$ cat src/rtl/station_dock_ctrl.sv
// Docking controller: confirms a station from stable IR side flags, slows, stops, dwells, then departs.
// Optional STATION_DOCK_COUNT_EN implements the 8-bit station_count register; otherwise it is tied to 0.
module station_dock_ctrl #(
    parameter int CONFIRM_CYCLES = 1000,
    parameter int TIMEOUT_CYCLES = 5_000_000,
    parameter int DWELL_CYCLES   = 50_000_000,
    parameter int BLANK_CYCLES   = 25_000_000
) (
    input  logic       clk,
    input  logic       rst,
    input  logic       enable,
    input  logic       proximity,
    input  logic [1:0] dist_state,
    input  logic       resume,
    output logic       slow,
    output logic       stop,
    output logic       docked,
    output logic [1:0] side,
    output logic       fault,
    output logic [7:0] station_count
);
    localparam int HOLD_MAX = (DWELL_CYCLES > BLANK_CYCLES) ? DWELL_CYCLES : BLANK_CYCLES;
    localparam int CW = (CONFIRM_CYCLES > 1) ? $clog2(CONFIRM_CYCLES) : 1;
    localparam int TW = (TIMEOUT_CYCLES > 1) ? $clog2(TIMEOUT_CYCLES) : 1;
    localparam int HW = (HOLD_MAX > 1) ? $clog2(HOLD_MAX) : 1;

    localparam logic [CW-1:0] CONF_LAST  = CW'(CONFIRM_CYCLES - 1);
    localparam logic [TW-1:0] TMO_LAST   = TW'(TIMEOUT_CYCLES - 1);
    localparam logic [HW-1:0] DWELL_LAST = HW'(DWELL_CYCLES - 1);
    localparam logic [HW-1:0] BLANK_LAST = HW'(BLANK_CYCLES - 1);

    typedef enum logic [2:0] {
        S_IDLE, S_CRUISE, S_APPROACH, S_DOCKED, S_DEPART, S_FAULT
    } state_t;

    state_t        state, next_state;
    logic [1:0]    prev_ds;
    logic [CW-1:0] conf_cnt, conf_inc;
    logic [TW-1:0] tmo_cnt;
    logic [HW-1:0] hold_cnt;
    logic          ds_stable, conf_hit, tmo_hit, dwell_hit, blank_hit, dock_entry;
    logic          slow_d, stop_d, docked_d, fault_d;

    assign ds_stable  = (dist_state != 2'b00) && (dist_state == prev_ds);
    assign conf_inc   = conf_cnt + CW'(1);
    // Confirm fires on the edge where the count would reach its last value, not one edge later.
    assign conf_hit   = ds_stable && (conf_inc == CONF_LAST);
    assign tmo_hit    = (tmo_cnt == TMO_LAST);
    assign dwell_hit  = (hold_cnt == DWELL_LAST);
    assign blank_hit  = (hold_cnt == BLANK_LAST);
    assign dock_entry = (state == S_APPROACH) && (next_state == S_DOCKED);

    // NOTE: sequential state uses non-blocking assignments so every flop samples pre-edge values.
    always_ff @(posedge clk) begin
        if (rst) state <= S_IDLE;
        else     state <= next_state;
    end

    always_comb begin
        next_state = state;
        unique case (state)
            S_IDLE:     if (enable) next_state = S_CRUISE;
            S_CRUISE:   if (proximity) next_state = S_APPROACH;
            S_APPROACH: begin
                if (conf_hit)     next_state = (dist_state == 2'b11) ? S_FAULT : S_DOCKED;
                else if (tmo_hit) next_state = S_CRUISE;
            end
            S_DOCKED:   if (resume || dwell_hit) next_state = S_DEPART;
            S_DEPART:   if (blank_hit) next_state = S_CRUISE;
            S_FAULT:    next_state = S_FAULT;
            default:    next_state = S_IDLE;
        endcase
        if (!enable && state != S_FAULT) next_state = S_IDLE;
    end

    // Counters only advance while staying in their state, so any entry or exit clears them.
    always_ff @(posedge clk) begin
        if (rst) begin
            prev_ds  <= 2'b00;
            conf_cnt <= '0;
            tmo_cnt  <= '0;
            hold_cnt <= '0;
        end else begin
            prev_ds <= dist_state;
            if (state == S_APPROACH && next_state == S_APPROACH) begin
                conf_cnt <= ds_stable ? conf_inc : '0;
                tmo_cnt  <= tmo_cnt + TW'(1);
            end else begin
                conf_cnt <= '0;
                tmo_cnt  <= '0;
            end
            if (next_state == state && (state == S_DOCKED || state == S_DEPART))
                hold_cnt <= hold_cnt + HW'(1);
            else
                hold_cnt <= '0;
        end
    end

    // NOTE: every always_comb output gets a default first so no latch is inferred.
    always_comb begin
        slow_d   = 1'b0;
        stop_d   = 1'b0;
        docked_d = 1'b0;
        fault_d  = 1'b0;
        unique case (state)
            S_IDLE:     stop_d = 1'b1;
            S_APPROACH: slow_d = 1'b1;
            S_DOCKED: begin
                stop_d   = 1'b1;
                docked_d = 1'b1;
            end
            S_FAULT: begin
                stop_d  = 1'b1;
                fault_d = 1'b1;
            end
            default: ;
        endcase
    end

    always_ff @(posedge clk) begin
        if (rst) begin
            slow   <= 1'b0;
            stop   <= 1'b1;
            docked <= 1'b0;
            fault  <= 1'b0;
            side   <= 2'b00;
        end else begin
            slow   <= slow_d;
            stop   <= stop_d;
            docked <= docked_d;
            fault  <= fault | fault_d;
            if (dock_entry) side <= dist_state;
        end
    end

`ifdef STATION_DOCK_COUNT_EN
    always_ff @(posedge clk) begin
        if (rst)             station_count <= 8'd0;
        else if (dock_entry) station_count <= station_count + 8'd1;
    end
`else
    assign station_count = 8'd0;
`endif

endmodule

$ cat config.mk
export PLATFORM = sky130hd
export DESIGN_NAME = station_dock_ctrl
export DESIGN_NICKNAME = d
export VERILOG_FILES = /design/src/rtl/station_dock_ctrl.sv
export SDC_FILE = /design/constraint.sdc
export NUM_CORES = 1
export LEC_CHECK = 0
export BUFFER_PORTS_ARGS = -buffer_cell sky130_fd_sc_hd__buf_2
export CAP_MARGIN = 25
export CORE_AREA = 5 5 79 81
export DETAILED_ROUTE_END_ITERATION = 10
export DIE_AREA = 0 0 84 86
export PLACE_DENSITY = 0.79
export SLEW_MARGIN = 20
export SYNTH_ARGS = -nofsm -noshare
export SYNTH_HDL_FRONTEND = slang
export SYNTH_SLANG_ARGS = --single-unit
$ cat constraint.sdc
create_clock -name clk -period 3 [get_ports clk]
set_input_delay 0.9 -clock clk [delete_from_list [all_inputs] [get_ports clk]]
set_output_delay 0.9 -clock clk [all_outputs]
set_load 0.01 [all_outputs]
Yosys cells after proc, flatten, opt, wreduce, memory -nomap -nowiden --
Cells that the tools add are included.
Word-level totals: word-level logic and storage cells 60, memories kept 0, register bits 70, ROM bits 0, output and inout port bits 14, latch bits 0, bits of input ports 7, memory bits (writable) 0
Operators by class: multipliers 0, mux-type cells 13, bitwise logic cells 4, divide/modulo/power cells 0, magnitude comparators 0, shifts and indexed selects 0, equality and inequality tests 15, add/sub/neg operators 3, reduce and logical (&&, ||, !) cells 15
Operator list (count):
- $add 26x1->26 const B | 1
- $eq 26x25->1 const B | 1
- $eq 26x26->1 const B | 1
- $mux 3 | 8
- $add 23x1->23 const B | 1
- $eq 23x23->1 const B | 1
- $pmux 3 s6 | 1
- $eq 3x2->1 const B | 4
- $add 10x1->10 const B | 1
- $eq 10x10->1 const B | 1
- $eq 3x3->1 const B | 2
- $logic_and 1x1->1 | 6
- $reduce_or 3->1 | 2
- $mux 1 | 4
- $reduce_or 2->1 | 2
- $eq 3x1->1 const B | 1
- $eq 3x3->1 | 1
- $logic_not 3->1 | 1
- $ne 3x3->1 const B | 1
- $not 1->1 | 3
- $eq 2x2->1 | 1
- $eq 2x2->1 const B | 1
- $logic_or 1x1->1 | 2
- $reduce_bool 2->1 | 1
- 2 further kinds | 2

Longest topological paths before layout --
depth in word-level cells 10, mapped depth 10, depth with buffers taken out 9

Worst setup path before layout --
OpenSTA, ideal clock, no wires.
path kind reg-to-reg, from reg hold_cnt[10], to reg side[0], data required time 2.877 ns, cell stages (with the launch flop) 8, path buffers 0, data arrival time 2.254 ns, library setup time 0.123 ns, slack 0.623 ns, clock period less this slack 2.377 ns, cells stage by stage dfxtp_1 > or4_4 > nor3_2 > a41oi_1 > and3_4 > or3_4 > o2111ai_2 > mux2_1
Between the ends: word-level cells in the longest chain between the ends 7, elaborated cells on any way between the ends 9, classes of those cells eq/ne (3); mux (4); reduce/logical (2)
RTL lines:
- start, declared | RTL line 40 | logic [HW-1:0] hold_cnt;
- start signal, assigned | RTL line 93 | hold_cnt <= hold_cnt + HW'(1);
- $eq 26x26->1 | RTL line 49 | assign dwell_hit = (hold_cnt == DWELL_LAST);
- $logic_or 1x1->1 | RTL line 68 | S_DOCKED: if (resume || dwell_hit) next_state = S_DEPART;
- $mux 3 | RTL line 68
- $pmux 3 s6 * | RTL line 61 | unique case (state)
- $mux 3 * | RTL line 73 | if (!enable && state != S_FAULT) next_state = S_IDLE;
- $eq 3x2->1 * | RTL line 51 | assign dock_entry = (state == S_APPROACH) && (next_state == S_DOCKED);
- $logic_and 1x1->1 * | RTL line 51
- end signal, assigned | RTL line 132 | if (dock_entry) side <= dist_state;
- end, declared | RTL line 18 | output logic [1:0] side,
Every way passes the cells marked *; elsewhere a longest branch is shown, timed or not. A chain may end at the register's enable or synchronous reset.

Worst setup path after layout --
from reg hold_cnt[9], to reg side[1]
Same word-level chain as after synthesis.

==> key figures <==
STA
  • Worst Skew: 6.624 ps
  • Setup TNS: 0 ps
  • Hold Vio Cnt, Final: 0
  • Final setup margin: 477.8 ps
  • Fmax: 396.5 MHz
  • Fin crit period: 2522 ps
  • RSZ-0062 raised after global routing: false
  • Period utilisation layout: 84.07%
  • Rel. slew slack: 65.25%
  • Number of setup violations in the final report: 0
  • Worst-margin pin slew: 517.3 ps
  • Final slew viol count: 0

Critical path
  • Reg2reg setup slack: 480 ps
  • Critical path arrival: 2760 ps
  • Req. time, crit path: 3240 ps
  • R2r endpoint: side[1]
  • Worst Setup EP: side[1]
  • Crit-path max FO: 4
  • Setup crit end kind: flip-flop
  • Crit Reg-Reg Startpoint: hold_cnt[9]
  • Crit Path Class: flip-flop to flip-flop
  • Worst setup SP type: flip-flop
  • CP Launch Point: hold_cnt[9]
  • Reg2reg path depth: 7

Floorplanning
  • Die area: 7224 sq um
  • Num rows: 27
  • Initial Utilization: 58.66%
  • Die Y: 86 um
  • I/O pin cnt: 21
  • Die Wd: 84 um
  • Core area: 5405 sq um

Detailed routing
  • Via total after detailed routing: 2432
  • Antenna Nets Post-Route: 0
  • WL/cell: 12.23 um
  • Total Wirelength: 5625 um
  • # DRC: 0
  • DR iter-0 viols: 87
  • Number of vias per cell: 5.287
  • DR pass1 iterations: 4

Worst hold path
  • Min-delay worst type: flip-flop to flip-flop
  • Hold Path Origin: tmo_cnt[0]

Global routing
  • First-pass GRT wire length: 10290 um
  • Vias in the first global route: 2452
  • Tot GR Track Use: 17.42%
  • Antenna violations before repair: 0
  • Total grt overflow: 0
  • Largest net degree at the start of global routing: 27

Yosys
  • Top cells by area, synth: dfxtp_1 44%, xor2_1 11%, nor2_1 9.7%
  • #FFs+latches synth: 70
  • Synthesized cell area: 3171 sq um
  • Yosys top cell by area: dfxtp_1
  • Most frequent cell after synthesis: nor2_1
  • Commonest cells in the netlist: 82 x nor2_1, 70 x dfxtp_1, 39 x xor2_1
  • Synth Flop Type: dfxtp_1
  • Yosys cell types: 41
  • YS warnings: 0
  • Sequential share of the synthesized area: 44.20%
  • Post-synth ARST share: 0%
  • Yosys top cell area share: 44.20%
  • Post-synth EDFFs: 0
  • Post-Synthesis Cells: 369
  • Post-Syn Area per Cell: 8.592 sq um

Clock network
  • Post_cts resized: 0
  • Clock Tree Root: clkbuf_8
  • CTS Hold Bufs: 0
  • Total CTS buffers: 9
  • TritonCTS clock tree: done
  • H-tree Lvls: 3
  • Later-pin clock latency in the skew report: 350 ps
  • Setup Fix Bufs, Post-CTS: 0
  • Reg clk slew, reported paths: 70 ps
  • CTS Sinks: 70
  • Max Buffers Root-to-Sink: 2

Place
  • Area after DPL: 3262 sq um
  • Cells after DPL: 444
  • DP Wirelength: 4035 um
  • Place WS: 480.8 ps
  • RD Place Congestion: 0.8102
  • I/O Buffers: 12

Layout
  • Post-route insts no fill: 460
  • Post-Layout Inst Area: 3495 sq um
  • Area delta synth->final: 10.22%
  • Ratio of cells with drive above 1 in the final layout: 9.536%
  • Ant diodes: 0
  • Number of nets in the layout: 394

Power
  • Leakage: 1.201 nW
  • Peak VDD IR: 0.3403 mV
  • Total chip power: 1.819 mW
  • PD cells: 520.6 nW/um^2

Job
  • Max cap viols: 0

Run status
  • Status: finished, final reports clean
==> worst min path at each step <==
| stage | endpoint | slack [ps] | cells past startpoint |
|---|---|---|---|
| floorplan | conf_cnt[0] | 430 | 1 |
| global placement | conf_cnt[0] | 440 | 1 |
| detailed placement | tmo_cnt[0] | 460 | 1 |
| CTS | tmo_cnt[0] | 470 | 1 |
| global route | tmo_cnt[0] | 490 | 1 |
| finish | tmo_cnt[0] | 460 | 1 |
==> flip-flops by register name (all words and copies together) (netlist names) <==
name      count
tmo_cnt      23
slow          1
fault         1
hold_cnt     26
prev_ds       2
conf_cnt     10
side          2
stop          1
docked        1
state         3
==> worst max-delay path: stages, from the launching register on <==
cell and delay, ps:
dfxtp_1 350, or4_4 530, nor3_2 170, a41oi_1 170
and3_4 230, or3_4 380, o2111ai_2 240, mux2_1 340
==> cells by family after synthesis <==
group                      synth area share (%)
buffers and inverters                     3.749
xor gates and xnor gates                  15.47
DFF                                       44.20
muxes                                     1.421
AOI/OAI and AO/OA                         3.197
adders and majority gates                 1.579
other                                    0.1183
and+or+nand+nor                           30.27
==> through the flow <==
stage | utilization [%] | hold slack (ps)
final | 64.65 | 463.8
after global routing | 64.65 | 492.3
after CTS | 64.65 | 474.1
after detailed placement | 60.35 | 457.9
after global placement | 60.35 | 438.0
after floorplan | - | 425.8
==> area by class of cell <==
type / count / area (sq um)
flip-flops and latches: 70 / 1401
inverters: 5 / 18.77
repair buffers: 14 / 75.07
clock buffers: 11 / 151.4
clock inverters: 5 / 81.33
well taps: 72 / 90.09
multi-input cells: 283 / 1677
fillers: 452 / 1911
==> power by group <==
part	internal (mW)	switching (mW)	total, mW
clock network	0.513	0.340	0.853
logic	0.0125	0.0186	0.0311
registers	0.932	0.00343	0.935
==> layout by cell type, fill, tap and decap left out, drive strengths merged, types with 3 or more instances in the layout <==
master / n
xnor2: 17
nand2: 29
buf: 14
mux2: 4
inv: 5
nor3: 5
ha: 4
conb: 8
nor2b: 6
xor2: 39
dfxtp: 70
and4: 3
and3: 11
nor2: 82
nand4: 14
and2: 3
a21oi: 4
nand3: 28
nor4: 4
clkbuf: 11
==> routing by layer <==
metal	GRT usage, %	vias up	share of wire (%)
met2	30.66	36	50
met5	0	-	0
li1	-	1244	-
met1	19.10	1137	43
met4	9.503	0	2.7
met3	4.707	15	3.8
No activity file was read; power rests on OpenSTA's default activity.
